==> src/rtl/mult_ctrl_param.sv <==
`default_nettype none
// ============================================================================
// Module   : mult_ctrl_param
// Brief    : Sequencing FSM for a WIDTH-bit shift-add multiplier datapath.
//            Generates load/clear, add/subtract and shift strobes, tracks the
//            iteration count, and supports signed mode and a zero-skip path.
// Revision : 1.0 - initial release
// ============================================================================
module mult_ctrl_param #(
    parameter  int WIDTH = 8,
    localparam int CW    = $clog2(WIDTH + 1)
) (
    input  logic          clk,
    input  logic          reset,
    input  logic          run,
    input  logic          ClearA_LoadB,
    input  logic          m,
    input  logic          signed_mode,
    input  logic          skip_zero,
    output logic          clr_ld,
    output logic          clearA,
    output logic          add,
    output logic          sub,
    output logic          shift,
    output logic          shift_arith,
    output logic          busy,
    output logic          done,
    output logic [CW-1:0] iter
);

    localparam logic [2:0] S_IDLE  = 3'd0;
    localparam logic [2:0] S_LOAD  = 3'd1;
    localparam logic [2:0] S_CLEAR = 3'd2;
    localparam logic [2:0] S_ADD   = 3'd3;
    localparam logic [2:0] S_SHIFT = 3'd4;
    localparam logic [2:0] S_DONE  = 3'd5;

    localparam logic [CW-1:0] c_last = CW'(WIDTH - 1);
    localparam logic [CW-1:0] c_one  = CW'(1);

    logic [2:0]    r_state;
    logic [2:0]    w_next;
    logic [CW-1:0] r_iter;
    logic [CW-1:0] w_iter_next;
    logic          r_signed_l;
    logic          r_skip_l;
    logic          w_last;

    assign w_last = (r_iter == c_last);
    assign iter   = r_iter;

    // State, iteration counter and per-multiply mode latches
    always_ff @(posedge clk) begin
        if (reset) begin
            r_state    <= S_IDLE;
            r_iter     <= '0;
            r_signed_l <= 1'b0;
            r_skip_l   <= 1'b0;
        end else begin
            r_state <= w_next;
            r_iter  <= w_iter_next;
            // Modes are frozen at the start of a multiply so mid-run switch
            // changes cannot corrupt the sequence
            if (r_state == S_CLEAR) begin
                r_signed_l <= signed_mode;
                r_skip_l   <= skip_zero;
            end
        end
    end

    // Next-state, counter update and strobe decode
    always_comb begin
        w_next      = r_state;
        w_iter_next = r_iter;
        clr_ld      = 1'b0;
        clearA      = 1'b0;
        add         = 1'b0;
        sub         = 1'b0;
        shift       = 1'b0;
        shift_arith = 1'b0;
        busy        = 1'b0;
        done        = 1'b0;
        case (r_state)
            S_IDLE: begin
                if (ClearA_LoadB) begin
                    w_next = S_LOAD;
                end else if (run) begin
                    w_next = S_CLEAR;
                end
            end
            S_LOAD: begin
                clr_ld = 1'b1;
                w_next = S_IDLE;
            end
            S_CLEAR: begin
                clearA      = 1'b1;
                busy        = 1'b1;
                w_iter_next = '0;
                w_next      = S_ADD;
            end
            S_ADD: begin
                busy        = 1'b1;
                shift_arith = r_signed_l;
                if (r_skip_l && !m) begin
                    // Nothing to accumulate: fuse the shift into this cycle
                    shift       = 1'b1;
                    w_iter_next = r_iter + c_one;
                    w_next      = w_last ? S_DONE : S_ADD;
                end else begin
                    // Sign bit of a two's-complement multiplier has negative weight
                    add    = m & ~(r_signed_l & w_last);
                    sub    = m & r_signed_l & w_last;
                    w_next = S_SHIFT;
                end
            end
            S_SHIFT: begin
                busy        = 1'b1;
                shift       = 1'b1;
                shift_arith = r_signed_l;
                w_iter_next = r_iter + c_one;
                w_next      = w_last ? S_DONE : S_ADD;
            end
            S_DONE: begin
                done   = 1'b1;
                // Level-sensitive run: wait for release before re-arming
                w_next = run ? S_DONE : S_IDLE;
            end
            default: begin
                w_next = S_IDLE;
            end
        endcase
    end

endmodule
`default_nettype wire

==> config.mk <==
export PLATFORM = sky130hd
export DESIGN_NAME = mult_ctrl_param
export DESIGN_NICKNAME = d
export VERILOG_FILES = /design/src/rtl/mult_ctrl_param.sv
export SDC_FILE = /design/constraint.sdc
export NUM_CORES = 1
export LEC_CHECK = 0
export CAP_MARGIN = 20
export CORE_AREA = 3 3 40 42
export DETAILED_ROUTE_END_ITERATION = 10
export DIE_AREA = 0 0 43 45
export GPL_TIMING_DRIVEN = 0
export PLACE_DENSITY = 0.76
export SLEW_MARGIN = 25
export SYNTH_ARGS = -nofsm -noshare
export SYNTH_HDL_FRONTEND = slang
export SYNTH_SLANG_ARGS = --single-unit
==> constraint.sdc <==
create_clock -name clk -period 2.31 [get_ports clk]
set_clock_uncertainty 0.15 [all_clocks]
set_input_delay 0.3465 -clock clk [delete_from_list [all_inputs] [get_ports clk]]
set_output_delay 0.3465 -clock clk [all_outputs]
set_load 0.005 [all_outputs]
==> impl_metrics.env <==
export IMPL_yosysTopAreaCellShare_pct=31.0
export IMPL_die_h_um=45
export IMPL_rows=13
export IMPL_m1WireLength_um=608
export IMPL_clock_latency_ps=260
export IMPL_r2r_slack_ps=760
export IMPL_cts_tree="yes"
export IMPL_num_nets_final=101
export IMPL_areaGrowthSynthToFinish_pct=39.4
export IMPL_tightestPinTransition_ps=455
export IMPL_post_dp_hpwl_um=933
export IMPL_arrival_ps=1710
export IMPL_grt_pass1_vias=508
export IMPL_drtIter0Drc=6
export IMPL_drive_above_1_share_pct=18.5
export IMPL_grt_pass1_wl_mm=2.12
export IMPL_critPathKind="reg -> out"
export IMPL_crit_required_ps=1810
export IMPL_yosysUniqueCellTypes=33
export IMPL_status="finished clean"
export IMPL_place_ws_ps=30.9
export IMPL_avgSynthCellArea_um2=8.18
export IMPL_synth_seq_cells=9
export IMPL_grt_max_degree=11
export IMPL_initial_utilization_pct=45.2
export IMPL_drt_pass1_iter_count=4
export IMPL_syn_num_nets=79
export IMPL_drt_total_wl_mm=1.26
export IMPL_remaining_drc_errors=0
export IMPL_maxCapViolations=0
export IMPL_hold_class="in -> reg"
export IMPL_synth_warnings=0
export IMPL_reg2reg_depth=5
export IMPL_antennaDiodeCount=0
export IMPL_cp_end_kind="output port"
export IMPL_syn_inst=71
export IMPL_ir_worst_vdd_uv=248
export IMPL_die_width_um=43
export IMPL_top_layer_used="met4"
export IMPL_power_leakage_uw=0.000335
export IMPL_ant_nets=0
export IMPL_r2r_end="iter[3]$_SDFFE_PP0P_"
export IMPL_setup_viol=0
export IMPL_synth_area_leaders="dfxtp_1, nor2_1, mux2i_1, buf_6, nand2_1"
export IMPL_clock_tree_root_cell="clkbuf_4"
export IMPL_clk_path_buf_depth=2
export IMPL_grt_usage_pct=14.8
export IMPL_rsz0062_at_grt="true"
export IMPL_crit_end="add"
export IMPL_crit_path_start="iter[0]$_SDFFE_PP0P_"
export IMPL_grt_overflow_total=0
export IMPL_synth_area_leader_cell="dfxtp_1"
export IMPL_cp_start_kind="flop"
export IMPL_fin_crit_ps=2210
export IMPL_antenna_found_initial=0
export IMPL_max_freq_mhz=452
export IMPL_whs_ps=322
export IMPL_io_buffer_count=17
export IMPL_via_per_inst=5.24
export IMPL_die_area_mm2=0.00194
export IMPL_cts_htree_levels=1
export IMPL_finalMaxSlewViolations=0
export IMPL_numCtsBuffers=3
export IMPL_hold_violations=0
export IMPL_worst_slack_ps=98.9
export IMPL_wl_per_cell_um=11.8
export IMPL_coreArea_mm2=0.00128
export IMPL_power_density_mw_per_mm2=453
export IMPL_clkSlewWorstSetupHoldPaths_ps=60
export IMPL_cts_setup_buffers=0
export IMPL_worstPathMaxFanout=5
export IMPL_finalCritPeriodShare_pct=95.7
export IMPL_syn_area_um2=581
export IMPL_fin_tns_setup_ps=0
export IMPL_dr_wl_met3_um=62
export IMPL_clock_sinks=9
export IMPL_via_count=561
export IMPL_relSlewSlack_pct=69.7
export IMPL_io_pins=19
export IMPL_regToRegStartpoint="r_state[1]$_SDFFE_PP0P_"
export IMPL_place_gp_congestion=0.728
export IMPL_wl_met2_um=574
export IMPL_seq_area_frac_synth_pct=31.0
[flip-flops by register name, summed over array words and instances (netlist names)]
| register | cells |
|---|---|
| r_state | 3 |
| iter | 4 |
| r_skip_l | 1 |
| r_signed_l | 1 |
[metrics by stage]
step                std cells  utilization (%)  cell area (um2)  power (uW)
floorplan                  71                -              581         214
global placement          103             59.9              769         241
detailed placement        103             59.9              769         242
CTS                       107             61.9              796         371
global route              107             63.0              810         390
finish                    107             63.0              810         367
[repair_timing]
| action | CTS | global route |
|---|---|---|
| gates resized for setup | 3 | 5 |
| hold buffers | 0 | 0 |
| cloned | 0 | 0 |
| pin swaps | 0 | 0 |
| endpoints found under the setup margin | 2 | 4 |
[cells in the final DEF, fill, tap and decap left out, types with 2 or more instances in the layout]
cell / n
dlygate4sd2_1: 2
clkdlybuf4s50_1: 14
dfxtp_1: 8
buf_2: 2
a22oi_1: 2
nand3_1: 2
nand2b_1: 3
and2_1: 2
inv_1: 2
buf_6: 2
clkbuf_1: 2
a211oi_1: 2
a21oi_1: 3
nand2_1: 5
nor2_1: 12
clkbuf_4: 3
mux2i_1: 3
[power by group]
group          total [uW]  internal (uW)  switching [uW]
combinational        77.4           41.8            35.6
clock                 126           66.8            59.2
sequential            163            161            2.80
[worst min-delay path by stage]
stage	from	depth (start not counted)	endpoint	slack (ps)
finish	reset	2	r_state[0]$_SDFFE_PP0P_	320
global route	iter[0]$_SDFFE_PP0P_	1	iter[0]$_SDFFE_PP0P_	350
CTS	reset	2	r_state[0]$_SDFFE_PP0P_	320
detailed placement	r_skip_l$_SDFFE_PP0P_	2	r_skip_l$_SDFFE_PP0P_	340
global placement	r_skip_l$_SDFFE_PP0P_	2	r_skip_l$_SDFFE_PP0P_	330
floorplan	r_skip_l$_SDFFE_PP0P_	2	r_skip_l$_SDFFE_PP0P_	310
[critical path, cell delays in order, from the launching register on]
cell and delay, ps:
dfxtp_2 350, ha_1 210, and3b_2 230, a21oi_1 150, clkdlybuf4s50_1 520
[Yosys cell counts]
| cell type | instances |
|---|---|
| a32oi_1 | 1 |
| nor3b_2 | 1 |
| buf_2 | 2 |
| nor3b_1 | 1 |
| nand3_1 | 2 |
| a22o_1 | 1 |
| a22oi_1 | 2 |
| a211oi_2 | 1 |
| nor2_2 | 1 |
| mux2i_1 | 3 |
| a211oi_1 | 2 |
| ha_1 | 1 |
| dfxtp_1 | 9 |
| or3b_1 | 1 |
| nor2b_1 | 2 |
| o32ai_2 | 1 |
| nand3b_1 | 1 |
| clkbuf_1 | 1 |
| and3b_1 | 1 |
| a211o_1 | 1 |
| a21oi_1 | 3 |
| nand2_1 | 6 |
| and2_1 | 2 |
| a21boi_1 | 1 |
| nor3_1 | 1 |
| nand2b_1 | 3 |
| and2_4 | 1 |
| o21ai_2 | 1 |
| nor2_1 | 12 |
| or3_1 | 1 |
| inv_1 | 2 |
| buf_6 | 2 |
| o21ai_0 | 1 |
[cell type report]
type	count	area, um2
Buffer	5	36.3
Tap cell	15	18.8
Inverter	2	7.51
Timing Repair Buffer	17	170
Clock buffer	4	26.3
Fill cell	112	475
Sequential cell	9	181
Multi-Input combinational cell	55	369
[metal layers]
metal | global-route usage, % | vias to the layer above
met1 | 18.1 | 247
met5 | 0 | -
li1 | - | 294
met3 | 4.78 | 2
met4 | 9.04 | 0
met2 | 22.8 | 18
[kinds of logic after synthesis]
family | after synthesis | synth area share (%)
AND/OR/NAND/NOR | 36 | 33.2
AO/OA/AOI/OAI | 15 | 20.9
buffers and inverters | 7 | 7.54
adder cells (fa/ha/maj) | 1 | 2.15
multiplexers | 3 | 5.17
flip-flops | 9 | 31.0
(Power assumes the default switching activity.)
